`config.mk`:
```
export PLATFORM = sky130hd
export DESIGN_NAME = or_sticky_agg
export DESIGN_NICKNAME = d
export VERILOG_FILES = /design/src/rtl/or_sticky_agg.sv
export SDC_FILE = /design/constraint.sdc
export NUM_CORES = 1
export LEC_CHECK = 0
export CORE_AREA = 10 10 47 49
export CTS_BUF_LIST = sky130_fd_sc_hd__clkbuf_16
export CTS_CLUSTER_SIZE = 8
export DETAILED_ROUTE_END_ITERATION = 6
export DIE_AREA = 0 0 57 59
export PLACE_DENSITY = 0.64
export SYNTH_ARGS = -nofsm -noshare
export SYNTH_HDL_FRONTEND = slang
export SYNTH_SLANG_ARGS = --single-unit
```
`constraint.sdc`:
```
create_clock -name clk -period 2.41 [get_ports clk]
set_input_delay 0.241 -clock clk [delete_from_list [all_inputs] [get_ports clk]]
set_output_delay 0.241 -clock clk [all_outputs]
set_load 0.01 [all_outputs]
```
`src/rtl/or_sticky_agg.sv`:
```
// or_sticky_agg: registered N-channel OR aggregator with sticky pending flags,
// fixed lowest-index-first request offering through an idx/ack handshake,
// and a sticky overflow flag for events that hit an already-pending channel.
module or_sticky_agg #(
    parameter int N    = 4,
    parameter int EDGE = 0,
    localparam int IW  = (N > 2) ? $clog2(N) : 1
) (
    input  logic          clk,
    input  logic          nrst,
    input  logic [N-1:0]  i,
    input  logic [N-1:0]  mask,
    input  logic [N-1:0]  clr,
    input  logic          ack,
    input  logic          ovf_clr,
    output logic [N-1:0]  pend,
    output logic          q,
    output logic          nq,
    output logic [IW-1:0] idx,
    output logic          valid,
    output logic          ovf
);

    logic [N-1:0]  pend_q, pend_d;
    logic [N-1:0]  i_d_q;
    logic          ovf_q, ovf_d;

    logic [N-1:0]  set_c;
    logic [N-1:0]  req_c;
    logic [N-1:0]  ack_hot_c;
    logic [N-1:0]  clr_eff_c;
    logic [IW-1:0] idx_c;
    logic          valid_c;

    // Channel set condition: raw level, or rising edge against last cycle's input.
    always_comb begin
        set_c = (EDGE != 0) ? (i & ~i_d_q) : i;
    end

    // Lowest-index unmasked pending channel; scanning downward leaves the lowest hit.
    always_comb begin
        req_c   = pend_q & ~mask;
        idx_c   = '0;
        valid_c = 1'b0;
        for (int unsigned k = N; k > 0; k--) begin
            if (req_c[k-1]) begin
                idx_c   = IW'(k - 1);
                valid_c = 1'b1;
            end
        end
    end

    // Effective clears: explicit clr plus the single channel consumed by an accepted ack.
    always_comb begin
        ack_hot_c = '0;
        for (int unsigned k = 0; k < N; k++) begin
            ack_hot_c[k] = ack & valid_c & (idx_c == IW'(k));
        end
        clr_eff_c = clr | ack_hot_c;
    end

    // Next-state: a set always wins over a clear; ovf_clr loses to a new overflow.
    always_comb begin
        pend_d = set_c | (pend_q & ~clr_eff_c);
        ovf_d  = (ovf_clr ? 1'b0 : ovf_q) | (|(set_c & pend_q & ~clr_eff_c));
    end

    // State registers with synchronous active-low reset overriding everything.
    always_ff @(posedge clk) begin
        if (!nrst) begin
            pend_q <= '0;
            i_d_q  <= '0;
            ovf_q  <= 1'b0;
        end else begin
            pend_q <= pend_d;
            i_d_q  <= i;
            ovf_q  <= ovf_d;
        end
    end

    assign pend  = pend_q;
    assign q     = valid_c;
    assign nq    = ~valid_c;
    assign idx   = idx_c;
    assign valid = valid_c;
    assign ovf   = ovf_q;

endmodule

```
======== Word-level counts from Yosys, hierarchy flattened ========
Index checks and enable logic that the tools add are counted.
word-level totals
  register bits after elaboration ......... 5
  output and inout bits ................... 10
  word-level logic and storage cells ...... 31
cells by class
  equality and inequality tests ........... 3
  muxes and demuxes ....................... 9
  bitwise logic cells ..................... 15
  reductions and logical operators ........ 2
operators by type and width
  operator              number
  $and A4 B4 Y4         4
  $mux W2               4
  $not A4 Y4            2
  $or A4 B4 Y4          2
  $and A1 B1 Y1         5
  $mux W1               5
  $eq A2 B2 Y1 const B  2
  $reduce_or A4 Y1      1
  $eq A2 B1 Y1 const B  1
  $logic_not A2 Y1      1
  $not A1 Y1            1
  $or A1 B1 Y1          1

======== Logic depth before layout (Yosys ltp) ========
Gate-level depths: netlist (run 1).
  depth in word-level cells ............... 13
  mapped depth ............................ 4

======== Worst setup path after synthesis (run 1) ========
OpenSTA, ideal clock, no wires.
  path type ............................... register -> output
  start ................................... register pend_q[3], in the netlist pend[3]
  end ..................................... output valid
  data arrival time ....................... 0.952 ns
  slack ................................... 1.217 ns
  stages on the path, launching flop included .. 5
  path buffers ............................ 1
  cells stage by stage .................... dfxtp_1 > nor2b_1 > nor2_1 > nand3_1 > buf_4
on the way
  cells in the longest elaborated chain, start to end .. 5
RTL lines
  what                      line  RTL
  start: declaration        24    logic [N-1:0] pend_q, pend_d;
  start signal: assignment  75    pend_q <= pend_d;
  $and A4 B4 Y4             42    req_c = pend_q & ~mask;
  $mux W1 (4 in a row)      46    if (req_c[k-1]) begin
  end: declaration          20    output logic valid,
No other way between the ends.

======== Worst setup path in the final report (run 1) ========
  start ................................... input mask[2]
  end ..................................... output nq
on the way
  cells in the longest elaborated chain, start to end .. 6
RTL lines
  what                  line  RTL
  start: declaration    12    input logic [N-1:0] mask,
  $not A4 Y4            42
  $and A4 B4 Y4         42
  $mux W1 (3 in a row)  46
  $not A1 Y1            83    assign nq = ~valid_c;
  end: declaration      18    output logic nq,
No other way between the ends.

==> impl_metrics.toml, run 1 <==
[setup_path]
r2r_setup_slack_ns = 1.24
rr_endpoint = "ovf"
cp_max_fo = 3
worstPathRequired_ns = 2.17
cp-endpoint = "nq"
crit_type = "in2out"
startpoint = "mask[2]"
end_kind = "output port"
start_kind = "primary input"
crit-reg2reg-launch = "pend[0]"
crit_arrival_ns = 1.66
worstRegToRegCells = 4

[synthesis]
synthMuxAreaShare = 0
post_synth_fa_ha_maj_area_fraction = 0
synth-simple-area-share = 0.371
synth_nets = 53
synth.ff_latch_count = 5
synthCells = 37
synth-xor-area-share = 0
synth_compound_area_frac = 0.257
yosys_warnings = 0
avgSynthCellArea_um2 = 9.20
synth_cell_type_count = 22
synth_area_um2 = 340
seq_area_frac_synth = 0.294
synth_top_family_by_area = "simple AND/OR/NAND/NOR gates"

[route]
vias = 369
drcViolationCount = 0
drt_first_pass_iters = 4
wl_per_cell_um = 13.1
drt-initial-drc-count = 2
antenna_left = 0
via_per_inst = 4.56
wl_mm = 1.06

[cts]
htree_levels = 1
clockBufferDepth = 2
ctsResizeCount = 0
cts_tree = "built"
insertion_delay_ns = 0.23
cts-root-buf = "clkbuf_16"
holdBufCountCts = 0
clk_transition_reported_paths_ns = 0.04
post-cts-setup-buffer-count = 0
numClockSinks = 5
cts-buffers-inserted = 3

[layout]
nets = 82
final_common_cell = "clkdlybuf4s50_1"
multi_input_area_um2 = 214
area_growth_pct = 101
fin_util = 0.488
final_cell_area_um2 = 683
drive_above_1_share = 0.169
fill_cells = 142
antenna_cells = 0
seq_area_um2 = 100
final_cell_mix = "clkdlybuf4s50_1 (25), inv_1 (5), dfxtp_1 (5)"

[power_and_ir_drop]
p_leak_uw = 0.000281
peakVddDrop_v = 0.000548
p_total_uw = 459
p_per_area_nw_per_um2 = 672

[status]
status = "completed"

[floorplan]
num_io_pins = 26
rows = 14
die_y_um = 59
core-area_um2 = 1400
die_area_um2 = 3360
die_w_um = 57
start_util = 0.243

[global_routing]
grt_pass1_vias = 375
overflow = 0
grt_max_degree = 7
grt.total_usage = 0.0617
antenna_found_initial = 0
grt_first_pass_wirelength_mm = 1.64

[placement]
placed_area_um2 = 603
io_buffers = 25
dp_hpwl_um = 905
gp_congestion = 0.763

[min_path]
hp-class = "reg2reg"
hp-start = "ovf"

[timing]
skew_ns = 0.00565
hold_viol = 0
final-setup-viol-count = 0
slew_headroom = 0.817
fin_hold_ws_ns = 0.550
maxSlewViolCount = 0
fmax_mhz = 527
rsz0062_at_grt = "false"
finalSetupTns_ns = 0
tightestPinTransition_ns = 0.274
fin_crit_ns = 1.90
period_share = 0.788

[job]
maxCapViolations = 0
==> power breakdown <==
part	switching (uW)	internal, uW
Clock	55.6	217
Combinational	31.8	60.8
Sequential	5.03	89.0
==> metal layers <==
metal | GRT usage | vias up | wire length [um]
li1 | - | 187 | -
met1 | 0.0675 | 164 | 449
met2 | 0.0884 | 18 | 483
met3 | 0.0494 | 0 | 125
met4 | 0.0201 | 0 | 0
met5 | 0 | - | 0
==> worst max-delay path: stages <==
cell             delay, ns
clkdlybuf4s50_1       0.49
nor2b_2               0.05
nor2_1                0.14
nand3_1               0.13
inv_1                 0.07
clkdlybuf4s50_1       0.53
==> cell families after synthesis <==
kind of cell	count (synthesis)
simple gates	16
compound gates	10
flops	5
buf+inv	6
==> state kept, by name, summed over array words and instances, names as in the netlist <==
| register | flops |
|---|---|
| pend | 4 |
| ovf | 1 |
==> how the worst min path moves through the flow <==
stage	endpoint	slack (ns)	cells after the start
finish	ovf	0.55	2
global route	ovf	0.64	2
CTS	ovf	0.56	2
detailed placement	ovf	0.53	2
global placement	ovf	0.53	2
floorplan	pend[0]	0.36	1
==> stage by stage <==
step,setup slack [ns],std cells
3_5_place_dp,0.512,77
2_1_floorplan,1.22,37
5_1_grt,0.409,81
4_1_cts,0.506,81
6_report,0.512,81
3_3_place_gp,0.514,77
==> cell usage after synthesis <==
cell type	instances	area, um2
and2b_2	1	8.76
nand2b_1	3	18.8
a222oi_1	1	10.0
nand2b_4	2	27.5
and4bb_2	1	12.5
inv_1	5	18.8
nor2b_2	1	8.76
nor2_1	2	7.51
nor3b_1	1	7.51
nor2b_1	1	6.26
dfxtp_1	5	100
nand2_1	1	3.75
a311oi_2	1	15.0
nand3_1	1	5.00
buf_4	1	7.51
o21a_1	4	30.0
nor3b_2	1	12.5
a41oi_1	1	8.76
a21boi_1	1	7.51
nand3b_1	1	7.51
a21boi_0	1	7.51
a2bb2oi_1	1	8.76
==> layout make-up <==
type                       count  share of cell area
clock buffer                   3               0.110
timing repair buffer          25               0.366
multi-input combinational     26               0.313
clock inverter                 1             0.00733
inverter                       5              0.0275
tap                           16              0.0293
sequential                     5               0.147
No activity file was read; power rests on OpenSTA's default activity.
==> inputs of run 2 (changes only) <==
Clock period 2.41 ns to 1.9 ns, I/O delays scaled along.
==> results of run 2 <==
The final DEF is identical to that of run 1. Status: completed.
Among the figures that moved: setup slack after placement 0.512 ns -> 0.104 ns; setup slack after layout 0.512 ns -> 0.104 ns; register-to-register setup slack 1.24 ns -> 0.73 ns; total power 459 uW -> 582 uW; worst IR drop on VDD 0.000548 V -> 0.000695 V
==> inputs of run 3 (changes only) <==
Settings changed: HOLD_SLACK_MARGIN from default to 0.02, SKIP_CTS_REPAIR_TIMING from default to 1.
==> results of run 3 <==
The final DEF is identical to that of run 1. Status: completed.
Among the figures that moved: setup slack after placement 0.512 ns -> 0.104 ns; setup slack after layout 0.512 ns -> 0.104 ns; register-to-register setup slack 1.24 ns -> 0.73 ns; total power 459 uW -> 582 uW; worst IR drop on VDD 0.000548 V -> 0.000695 V
